`config.mk`:
```
export PLATFORM = sky130hd
export DESIGN_NAME = park_slot_sensor_filter
export DESIGN_NICKNAME = d
export VERILOG_FILES = /design/src/rtl/park_pkg.sv /design/src/rtl/park_slot_debounce.sv /design/src/rtl/park_slot_sensor_filter.sv
export SDC_FILE = /design/constraint.sdc
export NUM_CORES = 1
export LEC_CHECK = 0
export ABC_AREA = 1
export BUFFER_PORTS_ARGS = -buffer_cell sky130_fd_sc_hd__buf_2
export CORE_MARGIN = 4
export CORE_UTILIZATION = 30
export CTS_CLUSTER_SIZE = 25
export DETAILED_ROUTE_END_ITERATION = 10
export GPL_TIMING_DRIVEN = 0
export PLACE_DENSITY = 0.47
export SLEW_MARGIN = 5
export SYNTH_ARGS = -nofsm -noshare
export SYNTH_HDL_FRONTEND = slang
export SYNTH_SLANG_ARGS = --single-unit
```
`constraint.sdc`:
```
create_clock -name CLOCK_50 -period 5.8 [get_ports CLOCK_50]
set_clock_uncertainty 0.2 [all_clocks]
set_input_delay 1.16 -clock CLOCK_50 [delete_from_list [all_inputs] [get_ports CLOCK_50]]
set_output_delay 1.16 -clock CLOCK_50 [all_outputs]
set_load 0.02 [all_outputs]
```
`src/rtl/park_pkg.sv`:
```
// Shared constants and types for the parking-lot sensor front end.
package park_pkg;

  localparam int PARK_NUM_SLOTS      = 6;
  localparam int PARK_DEBOUNCE_50MHZ = 500000;
  localparam int PARK_COUNT_W        = 4;
  localparam int PARK_CHATTER_LIMIT  = 8;
  localparam int PARK_ABORT_W        = 4;

  typedef enum logic {
    ST_STABLE  = 1'b0,
    ST_PENDING = 1'b1
  } slot_state_t;

endpackage

```
`src/rtl/park_slot_debounce.sv`:
```
// One parking slot: 2-FF synchroniser, debounce counter, commit/abort FSM,
// arrive/depart pulses and, when CHATTER_FAULT_EN is defined, a saturating
// abort counter that raises a sticky chatter fault.
//
// state      | meaning
// ST_STABLE  | synchronised sensor agrees with the committed occupancy
// ST_PENDING | synchronised sensor disagrees; counting toward a commit
module park_slot_debounce
  import park_pkg::*;
#(
  parameter int DEBOUNCE_CYCLES = PARK_DEBOUNCE_50MHZ
`ifdef CHATTER_FAULT_EN
  ,
  parameter int CHATTER_LIMIT = PARK_CHATTER_LIMIT
`endif
) (
  input  logic i_clk,
  input  logic i_rst,
  input  logic i_sensor,
  output logic o_occupied,
  output logic o_arrive,
  output logic o_depart,
  output logic o_fault
);

  localparam int               CNT_W    = $clog2(DEBOUNCE_CYCLES + 1);
  localparam logic [CNT_W-1:0] CNT_LAST = CNT_W'(DEBOUNCE_CYCLES - 1);

  logic             r_sync1;
  logic             r_sync2;
  slot_state_t      r_state;
  logic [CNT_W-1:0] r_cnt;
  logic             r_occ;
  logic             r_arrive;
  logic             r_depart;

  slot_state_t      w_state_nxt;
  logic [CNT_W-1:0] w_cnt_nxt;
  logic             w_occ_nxt;
  logic             w_arrive_nxt;
  logic             w_depart_nxt;
  logic             w_commit;
  logic             w_abort;

  // Bring the asynchronous sensor into the clock domain.
  always_ff @(posedge i_clk) begin
    if (i_rst) begin
      r_sync1 <= 1'b0;
      r_sync2 <= 1'b0;
    end else begin
      r_sync1 <= i_sensor;
      r_sync2 <= r_sync1;
    end
  end

  // Debounce state, counter, committed occupancy and event pulses.
  always_ff @(posedge i_clk) begin
    if (i_rst) begin
      r_state  <= ST_STABLE;
      r_cnt    <= '0;
      r_occ    <= 1'b0;
      r_arrive <= 1'b0;
      r_depart <= 1'b0;
    end else begin
      r_state  <= w_state_nxt;
      r_cnt    <= w_cnt_nxt;
      r_occ    <= w_occ_nxt;
      r_arrive <= w_arrive_nxt;
      r_depart <= w_depart_nxt;
    end
  end

  // Next-state: commit after DEBOUNCE_CYCLES pending edges, abort on return.
  always_comb begin
    w_state_nxt  = r_state;
    w_cnt_nxt    = r_cnt;
    w_occ_nxt    = r_occ;
    w_arrive_nxt = 1'b0;
    w_depart_nxt = 1'b0;
    w_commit     = 1'b0;
    w_abort      = 1'b0;
    unique case (r_state)
      ST_STABLE: begin
        w_cnt_nxt = '0;
        if (r_sync2 != r_occ) begin
          w_state_nxt = ST_PENDING;
        end
      end
      ST_PENDING: begin
        if (r_sync2 == r_occ) begin
          w_state_nxt = ST_STABLE;
          w_cnt_nxt   = '0;
          w_abort     = 1'b1;
        end else if (r_cnt == CNT_LAST) begin
          w_state_nxt  = ST_STABLE;
          w_cnt_nxt    = '0;
          w_occ_nxt    = ~r_occ;
          w_arrive_nxt = ~r_occ;
          w_depart_nxt = r_occ;
          w_commit     = 1'b1;
        end else begin
          w_cnt_nxt = r_cnt + 1'b1;
        end
      end
      default: begin
        w_state_nxt = ST_STABLE;
        w_cnt_nxt   = '0;
      end
    endcase
  end

`ifdef CHATTER_FAULT_EN
  localparam logic [PARK_ABORT_W-1:0] ABORT_MAX   = '1;
  localparam logic [PARK_ABORT_W-1:0] ABORT_LIMIT = PARK_ABORT_W'(CHATTER_LIMIT);

  logic [PARK_ABORT_W-1:0] r_abort_cnt;
  logic                    r_fault;
  logic [PARK_ABORT_W-1:0] w_abort_inc;

  // Saturating increment so a long-chattering sensor never wraps back to 0.
  always_comb begin
    w_abort_inc = (r_abort_cnt == ABORT_MAX) ? r_abort_cnt : r_abort_cnt + 1'b1;
  end

  // Count aborted attempts; the fault stays set until reset.
  always_ff @(posedge i_clk) begin
    if (i_rst) begin
      r_abort_cnt <= '0;
      r_fault     <= 1'b0;
    end else begin
      if (w_commit) begin
        r_abort_cnt <= '0;
      end else if (w_abort) begin
        r_abort_cnt <= w_abort_inc;
        if (w_abort_inc >= ABORT_LIMIT) begin
          r_fault <= 1'b1;
        end
      end
    end
  end

  assign o_fault = r_fault;
`else
  assign o_fault = 1'b0;
`endif

  assign o_occupied = r_occ;
  assign o_arrive   = r_arrive;
  assign o_depart   = r_depart;

endmodule

```
`src/rtl/park_slot_sensor_filter.sv`:
```
// Parking-lot sensor front end: one debouncer per slot plus the free-slot
// count. Optional chatter fault detection is enabled by CHATTER_FAULT_EN.
module park_slot_sensor_filter
  import park_pkg::*;
#(
  parameter int NUM_SLOTS       = PARK_NUM_SLOTS,
  parameter int DEBOUNCE_CYCLES = PARK_DEBOUNCE_50MHZ,
  parameter int CHATTER_LIMIT   = PARK_CHATTER_LIMIT
) (
  input  logic                    CLOCK_50,
  input  logic                    RESET,
  input  logic [NUM_SLOTS-1:0]    SENSOR,
  output logic [NUM_SLOTS-1:0]    OCCUPIED,
  output logic [NUM_SLOTS-1:0]    ARRIVE,
  output logic [NUM_SLOTS-1:0]    DEPART,
  output logic [PARK_COUNT_W-1:0] FREE_COUNT,
  output logic [NUM_SLOTS-1:0]    FAULT
);

  // The free count must fit one hex digit and the abort counter is 4 bits.
  if (NUM_SLOTS < 1 || NUM_SLOTS > 15 || DEBOUNCE_CYCLES < 1 ||
      CHATTER_LIMIT < 1 || CHATTER_LIMIT > 15) begin : g_bad_param
    $error("park_slot_sensor_filter: parameter out of range");
  end

  logic [PARK_COUNT_W-1:0] w_free;

  for (genvar i = 0; i < NUM_SLOTS; i++) begin : g_slot
    park_slot_debounce #(
      .DEBOUNCE_CYCLES (DEBOUNCE_CYCLES)
`ifdef CHATTER_FAULT_EN
      ,
      .CHATTER_LIMIT   (CHATTER_LIMIT)
`endif
    ) u_slot (
      .i_clk      (CLOCK_50),
      .i_rst      (RESET),
      .i_sensor   (SENSOR[i]),
      .o_occupied (OCCUPIED[i]),
      .o_arrive   (ARRIVE[i]),
      .o_depart   (DEPART[i]),
      .o_fault    (FAULT[i])
    );
  end

  // Free slots counted straight from the registered occupancy, so no skew.
  always_comb begin
    w_free = '0;
    for (int i = 0; i < NUM_SLOTS; i++) begin
      w_free = w_free + (OCCUPIED[i] ? 4'd0 : 4'd1);
    end
  end

  assign FREE_COUNT = w_free;

endmodule

```
---- Word level (Yosys, flattened, before mapping) ----
Index checks and enable logic that the tools add are counted.
cells by class
  add/subtract/negate cells ............... 11
  reduce and logical (&&, ||, !) cells .... 12
  mux-type cells .......................... 48
  equality and inequality tests ........... 18
  bitwise gates (word level) .............. 24
operators by type and width
  kind                   number
  $mux 19                12
  $pmux 19 s2            6
  $add 19x1->19 const B  6
  $eq 19x19->1 const B   6
  $mux 1                 24
  $not 1->1              24
  $reduce_or 4->1        6
  $reduce_and 3->1       6
  $pmux 1 s2             6
  $add 4x1->4            2
  $eq 1x1->1             6
  $ne 1x1->1             6
  $add 3x1->4            1
  $add 2x1->3            1
  $add 1x1->2            1
storage, ports and cells
  word-level logic and storage cells ...... 155
  bits of input ports ..................... 8
  output and inout bits ................... 28
  register bits ........................... 150

---- Logic depth before layout (Yosys ltp) ----
Gate-level depths: netlist (run 1).
  depth after elaboration ................. 6
  gate-level depth with buffers ........... 10
  depth with buffers taken out ............ 10

---- By module ----
A second synthesis (run 1) with hierarchy kept.
unflattened totals
  cells, all modules ...................... 1086
  area, all modules ....................... 7606.0 sq um
modules (own cells, without submodules)
  module                   cells each  instances  area each (sq um)  sequential area each (sq um)
  park_slot_debounce       179         6          1249.9             500.5
  park_slot_sensor_filter  12          1          106.4              0.0

---- Least setup slack after synthesis (run 1) ----
Ideal clock, no wire load.
  path kind ............................... register -> output
  start point ............................. reg g_slot[0].u_slot.r_occ
  end point ............................... out FREE_COUNT[1]
  slack ................................... 2244 ps
  path buffers ............................ 0
  arrival ................................. 2196 ps
  stages on the path, launching flop included .. 6
  data required time ...................... 4440 ps
  path through ............................ dfxtp_1 inv_1 fa_1 fa_1 ha_1 fa_1
between the ends
  word-level cells in the longest chain between the ends .. 6
RTL lines
  element                   line                           source
  start: declaration        park_slot_debounce.sv:33       logic r_occ;
  start signal: assignment  park_slot_debounce.sv:67       r_occ <= w_occ_nxt;
  $mux 1                    park_slot_sensor_filter.sv:50  w_free = w_free + (OCCUPIED[i] ? 4'd0 : 4'd1);
  $add 1x1->2               park_slot_sensor_filter.sv:50
  $add 2x1->3               park_slot_sensor_filter.sv:50
  $add 3x1->4               park_slot_sensor_filter.sv:50
  $add 4x1->4 (2 in a row)  park_slot_sensor_filter.sv:50
  end: declaration          park_slot_sensor_filter.sv:16  output logic [PARK_COUNT_W-1:0] FREE_COUNT,
No other way between the ends.

---- Worst setup path in the final report (run 1) ----
Ends and elaborated chain as after synthesis.

==> flow_summary.ini, run 1 <==
[floorplanning]
die_w_um = 166
die_area_sq_mm = 0.0275
start_util = 0.306
core_area_sq_mm = 0.0245
fp.dieH_um = 166
rows = 57
io-pin-count = 36

[cells_and_area]
n_antenna_cell = 0
multi_input_area_sq_mm = 0.00370
final-seq-area_sq_mm = 0.00300
area_growth_pct = 15.8
fin_util = 0.354
fin_nets = 1165
num-fill-cells = 2618
drive_above_1_share = 0.117

[detailed_routing]
first_iter_violations = 365
ant_nets = 0
drt-pass1-iter-count = 4
drt_wl_total_um = 16000
route.detailed.drc = 0
vias = 6335
wl_per_cell_um = 10.8
viasPerCell = 4.27

[worst_hold_path]
hp-class = reg2reg
hp-start = g_slot[5].u_slot.r_sync1

[timing]
setup_viol = 0
fmax_mhz = 234
fin_setup_tns_ns = 0
rsz0062_at_grt = false
maxSlewViolCount = 0
fin_crit_sh = 0.738
finalHoldViolations = 0
period_needed_ns = 4.28

[global_route]
grt_max_degree = 17
track_usage = 0.119
antenna_found_initial = 0
grt_pass1_wl_um = 27800
overflow = 0
grt_pass1_vias = 6036

[job]
cap_viol_max_count = 0

[logic_synthesis]
synth.area.top_cells = dfxtp_1, nand2_1, nor2_1
synthFlopType = dfxtp_1
synth.avg_cell_area_sq_um = 6.84
yosysUniqueCellTypes = 36
async_flop_share = 0
ys_ff_latch = 150
synth_edf_count = 0
ys_seq_area_frac = 0.401
synth_top_area_cell = dfxtp_1
yosys_warnings = 0
netlist_instances = 1094
synth_top_area_share = 0.401
synth_area_sq_mm = 0.00748

[setup_path]
reg2reg_slack_ns = 3.81
regToRegEndpoint = g_slot[0].u_slot.r_cnt[12]
reg2reg_depth = 7
crit_path_end = FREE_COUNT[1]
crit_fanout = 6
path_delay_family = adder cells
path_class = reg2out
required_ns = 4.44
crit_start = g_slot[0].u_slot.o_occupied
slowest_stage = fa_1
setup.worst_path.end_class = primary output
r2r-start = g_slot[0].u_slot.r_cnt[0]
path_cells = inv_1 > fa_1 > fa_1 > ha_1 > fa_1 > buf_2
cp.depth = 6
worstPathArrival_ns = 2.92
crit_path_frequent_cell = fa_1
worst-path-buf-inv = 2
critical_path.max_stage_delay_ns = 0.64
critPathLaunchType = flop

[clock_tree]
cts_tree = built
postCtsHoldBufs = 0
htreeDepth = 4
ctsLongestPathBuffers = 2
clk-insertion-delay-late_ns = 0.42
post_cts_resized = 0
cts_buffers = 17
clock_sinks = 150
cts_root_buffer = clkbuf_16
path_clk_slew_ns = 0.06
post_cts_buffers = 0

[power_and_ir_drop]
p_leak_uw = 0.00313
powerDensity_mw_per_mm2 = 256
ir_worst_vdd_v = 0.000168

[placement]
io_buffers = 28
dp_hpwl_um = 12100
place_congestion = 0.812

[status]
status = completed
## Yosys cell counts (all sizes together), types with 12 or more instances
cell type  instances
nor3              26
a21oi             46
nand3             73
nor2             238
buf               33
nand4             23
dfxtp            150
o21ai             14
inv              145
nand2            274
xnor2             12
xor2              28
## cell families (layout without fill, tap and decap cells)
family / Yosys count / in the layout / share of synthesized area
AND/OR/NAND/NOR: 653 / 653 / 0.378
buffers and inverters: 178 / 238 / 0.107
flip-flops: 150 / 150 / 0.401
AO/OA/AOI/OAI: 62 / 62 / 0.0455
XOR/XNOR: 40 / 40 / 0.0478
adder cells (fa/ha/maj): 10 / 10 / 0.0197
other: 1 / 7 / 0.000501
## cell usage in the layout (no fill, tap or decap), drive strengths merged, types with 11 or more instances in the layout
master    n
a21oi    46
buf      61
nor3     26
xnor2    12
or2      11
nand4    23
clkbuf   18
xor2     28
nor2    238
inv     148
dfxtp   150
nand2   274
o21ai    14
nand3    73
## worst register-to-register path, delay by kind of cell, from the launching register on
family          cells  cell delay [ns]
flops               1             0.42
buf+inv             2             0.29
compound gates      1             0.31
fa+ha+maj           1             0.30
simple gates        3             0.37
## per-stage QoR
step | hold slack, ns | power [uW] | setup slack, ns | cells | instance area (sq um)
3_5_place_dp | 0.199 | 1090 | 1.96 | 1452 | 8050
5_1_grt | 0.231 | 2300 | 1.40 | 1484 | 8660
2_1_floorplan | 0.188 | 1080 | 2.24 | 1100 | 7500
4_1_cts | 0.210 | 2250 | 1.49 | 1484 | 8660
3_3_place_gp | 0.196 | 1090 | 1.99 | 1452 | 8050
6_report | 0.207 | 2220 | 1.52 | 1484 | 8660
## sequential cells by signal, summed over array words and instances, names as in the netlist
| name | flops |
|---|---|
| g_slot.u_slot.o_depart | 6 |
| g_slot.u_slot.r_sync2 | 6 |
| g_slot.u_slot.r_cnt | 114 |
| g_slot.u_slot.o_occupied | 6 |
| g_slot.u_slot.r_sync1 | 6 |
| g_slot.u_slot.r_state | 6 |
| g_slot.u_slot.o_arrive | 6 |
## metal layers
layer,vias up,track usage,part of all wire
met1,2787,0.162,0.53
met5,-,0,0
met3,15,0.0271,0.024
met4,0,0.0362,0.012
met2,61,0.190,0.44
li1,3472,-,-
## worst min path at each step
stage | endpoint | cells past startpoint
detailed placement | g_slot[0].u_slot.r_sync2 | 2
global placement | g_slot[5].u_slot.r_sync2 | 2
global route | g_slot[5].u_slot.r_sync2 | 2
finish | g_slot[5].u_slot.r_sync2 | 2
floorplan | g_slot[0].u_slot.r_sync2 | 2
CTS | g_slot[5].u_slot.r_sync2 | 2
## final cells by class
cell class,instances,share of cell area
inverter,145,0.0631
tap,324,0.0468
timing repair buffer,28,0.0162
clock buffer,18,0.0507
sequential,150,0.347
clock inverter,14,0.0202
multi-input combinational,772,0.427
buffer,33,0.0296
## where the power goes
part           switching (uW)  internal [uW]  leakage [uW]
registers                2.68           1040       0.00121
clock network             461            693      0.000293
logic                    15.6           8.99       0.00163
Power figures use the tool's default switching activity.
==> run 2: changes to the inputs <==
- ABC_AREA: 1 -> 0
- PLACE_DENSITY: 0.47 -> 0.49
- clock period: 5.8 -> 3.55 ns (I/O delays scaled with it)
==> run 2 against run 1 <==
Register-to-register slack worse by 3.2 ns. Global-route usage down 0.73 points. Sequential share of layout area up 4.5 points. Hold slack better by 0.032 ns. Sequential power up 63%. Final cell count down 27%. Area after synthesis down 12%.
==> flow_summary.ini, run 2 <==
[cells_and_area]
final-seq-area_sq_mm = 0.00301
top_register = g_slot.u_slot.r_cnt
n_antenna_cell = 0
fin_nets = 819
multi_input_area_sq_mm = 0.00322
finalNonFillerCells = 1087
area_growth_pct = 16.9
largest_reg_flops = 114
layout_common_cells = dfxtp_1, nor2_1, nand3_1, xor2_1
num-fill-cells = 2232
drive_above_1_share = 0.127
layout_commonest_cell = dfxtp_1

[detailed_routing]
route.detailed.drc = 0
ant_nets = 0
drt-pass1-iter-count = 4
wl_met2_um = 5860
viasPerCell = 4.70
met3WireLength_um = 332
drt_wl_total_um = 13300
met1_length_um = 7020
highest-signal-layer = met4
wl_per_cell_um = 12.2
vias = 5104
first_iter_violations = 165

[logic_synthesis]
synth_top_area_cell = dfxtp_1
ys_seq_area_frac = 0.455
synthFlopType = dfxtp_1
synth_edf_count = 0
synthMostInstantiatedCell = dfxtp_1
async_flop_share = 0
yosysUniqueCellTypes = 43
netlist_instances = 746
synth_top_area_share = 0.455
synth_area_sq_mm = 0.00659
synth.avg_cell_area_sq_um = 8.84
synth_commonest_cells = dfxtp_1, nor2_1, nand3_1
ys_ff_latch = 150
synth.area.top_cells = dfxtp_1, xor2_1, nor2_1
yosys_warnings = 0

[timing]
period_needed_ns = 3.50
fmax_mhz = 286
tightest_slew_ns = 0.844
maxSlewViolCount = 0
fin_crit_sh = 0.985
slew_headroom = 0.435
rsz0062_at_grt = true
setup_viol = 0
whs_ns = 0.239
finalHoldViolations = 0

[placement]
dp_hpwl_um = 9470
place_congestion = 0.739
dp_cells = 1055
io_buffers = 28

[floorplanning]
core_area_sq_mm = 0.0213
start_util = 0.310
rows = 53
die_area_sq_mm = 0.0244
io-pin-count = 36
fp.dieH_um = 156
die_w_um = 156

[clock_tree]
cts_buffers = 17
clock_sinks = 150
htreeDepth = 4
cts_root_buffer = clkbuf_16
clk-insertion-delay-late_ns = 0.41
cts_tree = built
path_clk_slew_ns = 0.06
ctsLongestPathBuffers = 2

[setup_path]
crit_path_frequent_cell = fa_1
critical_path.max_stage_delay_ns = 0.55
worstPathArrival_ns = 2.59
path_class = reg2out
crit_fanout = 2
path_cells = inv_4 > fa_1 > fa_1 > ha_2 > fa_1 > buf_6
critPathLaunchType = flop
required_ns = 2.64
slowest_stage = fa_1
setup.worst_path.end_class = primary output

[job]
cap_viol_max_count = 0

[power_and_ir_drop]
total_power_uw = 3490
p_leak_uw = 0.00245
powerDensity_mw_per_mm2 = 453
ir_worst_vdd_v = 0.000288

[global_route]
grt_pass1_wl_um = 22500
grt_max_degree = 17
track_usage = 0.112
grt_pass1_vias = 4774
overflow = 0
antenna_found_initial = 0

[status]
status = completed

[worst_hold_path]
hp-class = reg2reg
-- run 2: changes by cell type after synthesis, sizes merged, moves of 19 or more --
cell | previous run | this run
xnor2 | 12 | 35
inv | 145 | 31
nor4 | 0 | 23
nor2 | 238 | 88
or3 | 0 | 20
nand2 | 274 | 37
clkbuf | 0 | 22
nand3 | 73 | 43
or4 | 0 | 19
-- run 2: layout make-up --
| type | count | share of cell area |
|---|---|---|
| multi-input combinational | 523 | 0.418 |
| sequential | 150 | 0.391 |
| clock buffer | 19 | 0.0562 |
| tap | 275 | 0.0447 |
| buffer | 48 | 0.0362 |
| timing repair buffer | 30 | 0.0209 |
| clock inverter | 11 | 0.0175 |
| inverter | 31 | 0.0154 |
-- run 2: repair_timing --
item | in CTS | in global routing
hold buffers | 0 | 0
pin swaps | 0 | 2
endpoints found under the setup margin | 2 | 2
setup buffers | 1 | 1
gates resized for setup | 7 | 5
cloned | 0 | 0
-- run 2: worst max-delay path: cells and delay by family, from the launching register on --
family,cells,cell delay [ns]
adder cells (fa/ha/maj),4,1.65
flip-flops,1,0.35
buffers and inverters,2,0.17
-- run 2: logic make-up after synthesis --
group,Yosys count,share of synthesized area
and+or+nand+nor,348,0.286
DFF,150,0.455
AOI/OAI and AO/OA,81,0.0736
buffers and inverters,79,0.0600
xor gates and xnor gates,77,0.102
adders and majority gates,10,0.0224
other,1,0.000569
-- run 2: through the flow --
| step | area [sq um] | util | setup slack [ns] | setup TNS [ns] |
|---|---|---|---|---|
| floorplan | 6620 | - | 0.449 | 0 |
| global placement | 7100 | 0.334 | 0.253 | 0 |
| detailed placement | 7100 | 0.334 | 0.252 | 0 |
| CTS | 7680 | 0.361 | 0.0124 | 0 |
| global route | 7700 | 0.362 | -0.0448 | -0.0448 |
| finish | 7700 | 0.362 | 0.0527 | 0 |
-- run 2: metal layers --
metal  global-route usage  up-vias
met2                0.170       41
met5                    0        -
met3               0.0296        6
li1                     -     2705
met4               0.0397        0
met1                0.154     2352
-- run 2: path summary, 6_finish.rpt --
check	slack, ns	startpoint	depth (start not counted)	endpoint
max	0.05	g_slot[2].u_slot.o_occupied	6	FREE_COUNT[1]
min	0.24	g_slot[4].u_slot.r_sync1	1	g_slot[4].u_slot.r_sync2
max reg2reg	0.66	g_slot[3].u_slot.r_cnt[0]	7	g_slot[3].u_slot.r_cnt[7]
min reg2reg	0.24	g_slot[4].u_slot.r_sync1	1	g_slot[4].u_slot.r_sync2
-- run 2: power by group --
| part | internal, uW | switching (uW) | leakage (uW) |
|---|---|---|---|
| sequential | 1690 | 4.82 | 0.00121 |
| clock | 1090 | 668 | 0.000278 |
| combinational | 15.2 | 22.1 | 0.000961 |
| total | 2790 | 695 | 0.00245 |
==> run 3: changes to the inputs <==
- CORE_UTILIZATION: 30 -> 50
- PLACE_DENSITY: 0.49 -> 0.72
- clock period: 3.55 -> 2.9 ns (I/O delays scaled with it)
==> run 3 against run 2 <==
The flow now finishes with violations (negative setup slack). Power up 25%. Sequential share of layout area increased by 0.31 points. Largest power group unchanged. Design area down 0.96%. Critical path depth stayed put.
==> flow_summary.ini, run 3 (synthesized netlist as in run 2, its figures left out) <==
[placement]
place_area_sq_mm = 0.00698
pre_cts_slack_ns = -0.179
dp_hpwl_um = 9300
io_buffers = 28
place_congestion = 0.859

[clock_tree]
cts_tree = built
cts_root_buffer = clkbuf_16
path_clk_slew_ns = 0.05
postCtsHoldBufs = 0
ctsLongestPathBuffers = 2
cts_buffers = 17
clk-insertion-delay-late_ns = 0.42
htreeDepth = 4
clock_sinks = 150

[power_and_ir_drop]
powerDensity_mw_per_mm2 = 572
power_frac_comb = 0.011
p_sw_uw = 839
seqPwrFrac = 0.476
clock_power_share = 0.513
ir_worst_vdd_v = 0.000385
p_leak_uw = 0.00248
swShare = 0.192
internal-power_uw = 3530

[timing]
fin_crit_sh = 1.17
tightest_slew_ns = 0.762
setup_viol = 3
worst_slack_ns = -0.493
fmax_mhz = 295
fin_setup_tns_ns = -0.973
finalHoldViolations = 0
slew_headroom = 0.490
maxSlewViolCount = 0
rsz0062_at_grt = true
period_needed_ns = 3.39

[setup_path]
worstPathArrival_ns = 2.61
critPathLaunchType = flop
path_cells = inv_2 > fa_1 > fa_1 > ha_2 > fa_2 > buf_6
slowest_stage = fa_1
required_ns = 2.12
crit_path_frequent_cell = fa_1
crit_fanout = 2
path_class = reg2out
critical_path.max_stage_delay_ns = 0.55
setup.worst_path.end_class = primary output
reg2reg_depth = 5

[floorplanning]
core_area_sq_mm = 0.0128
die_w_um = 123
fp.dieH_um = 123
io-pin-count = 36
rows = 41
die_area_sq_mm = 0.0151
start_util = 0.516

[detailed_routing]
drt-pass1-iter-count = 6
vias = 5338
wl_per_cell_um = 13.4
viasPerCell = 5.42
route.detailed.drc = 0
drt_wl_total_um = 13200
first_iter_violations = 397
ant_nets = 0

[cells_and_area]
layout_commonest_cell = dfxtp_1
layout_common_cells = dfxtp_1, nor2_1, nand3_1, xor2_1
fin_nets = 819
drive_above_1_share = 0.130
area_growth_pct = 15.8
num-fill-cells = 1095
final-seq-area_sq_mm = 0.00301
stdcell_area_sq_mm = 0.00763
largest_reg_flops = 114
top_register = g_slot.u_slot.r_cnt
multi_input_area_sq_mm = 0.00323
n_antenna_cell = 0

[status]
failed_checks = negative setup slack
status = complete, but fails checks

[worst_hold_path]
holdPathStages = 2
hp-class = in2reg

[global_route]
track_usage = 0.185
grt_pass1_wl_um = 22500
grt_pass1_vias = 5070
overflow = 0
grt_max_degree = 17
antenna_found_initial = 0

[job]
cap_viol_max_count = 0
-- run 3: changes by cell type in the layout (fill, tap and decap cells not counted), moves of 2 or more --
cell      change
dfxtp_2       +2
buf_6         +2
buf_2         -2
clkinv_2      -3
clkbuf_8      +4
dfxtp_4       -2
-- run 3: path summary, 6_finish.rpt --
kind	start	endpoint	slack, ns
worst min register to register	g_slot[0].u_slot.r_sync1	g_slot[0].u_slot.r_sync2	0.24
worst min-delay path	SENSOR[2]	g_slot[2].u_slot.r_sync1	0.17
worst max-delay path	g_slot[2].u_slot.o_occupied	FREE_COUNT[1]	-0.49
worst max register to register	g_slot[2].u_slot.r_cnt[15]	g_slot[2].u_slot.r_cnt[8]	0.23
-- run 3: cell type report --
class | instances | share of cell area
Multi-Input combinational cell | 523 | 0.423
Clock inverter | 8 | 0.0159
Clock buffer | 23 | 0.0639
Tap cell | 172 | 0.0282
Sequential cell | 150 | 0.394
Timing Repair Buffer | 30 | 0.0228
Buffer | 48 | 0.0366
Inverter | 31 | 0.0152
-- run 3: per-layer routing --
| metal | vias to the layer above | track usage | routed length (um) |
|---|---|---|---|
| met4 | 0 | 0.0735 | 243 |
| met5 | - | 0 | 0 |
| met2 | 110 | 0.304 | 6380 |
| li1 | 2710 | - | - |
| met3 | 24 | 0.0535 | 574 |
| met1 | 2494 | 0.229 | 6030 |
-- run 3: what timing repair did --
item | CTS | global route
gates cloned | 0 | 0
gates resized for setup | 7 | 1
setup endpoints to repair | 3 | 13
buffers inserted | 2 | 0
pin swaps | 4 | 0
-- run 3: through the flow --
stage	total power, uW	utilization	instances	hold slack (ns)
2_1_floorplan	2150	-	752	0.214
3_3_place_gp	2170	0.546	952	0.220
3_5_place_dp	2170	0.546	952	0.238
4_1_cts	4420	0.597	985	0.157
5_1_grt	4520	0.597	985	0.167
6_report	4360	0.597	985	0.168
-- run 3: power groups by stage --
stage	Combinational [uW]	Clock [uW]	Sequential (uW)
after floorplan	33.5	0	2120
after detailed placement	47.4	0	2120
final	47.7	2240	2080
after global routing	52.4	2390	2080
after global placement	46.5	0	2120
after CTS	47.7	2300	2080
-- run 3: critical path: cells and delay by family, from the launching register on --
family                     cells  cell delay (ns)
adders and majority gates      4             1.69
buffers and inverters          2             0.17
DFF                            1             0.33
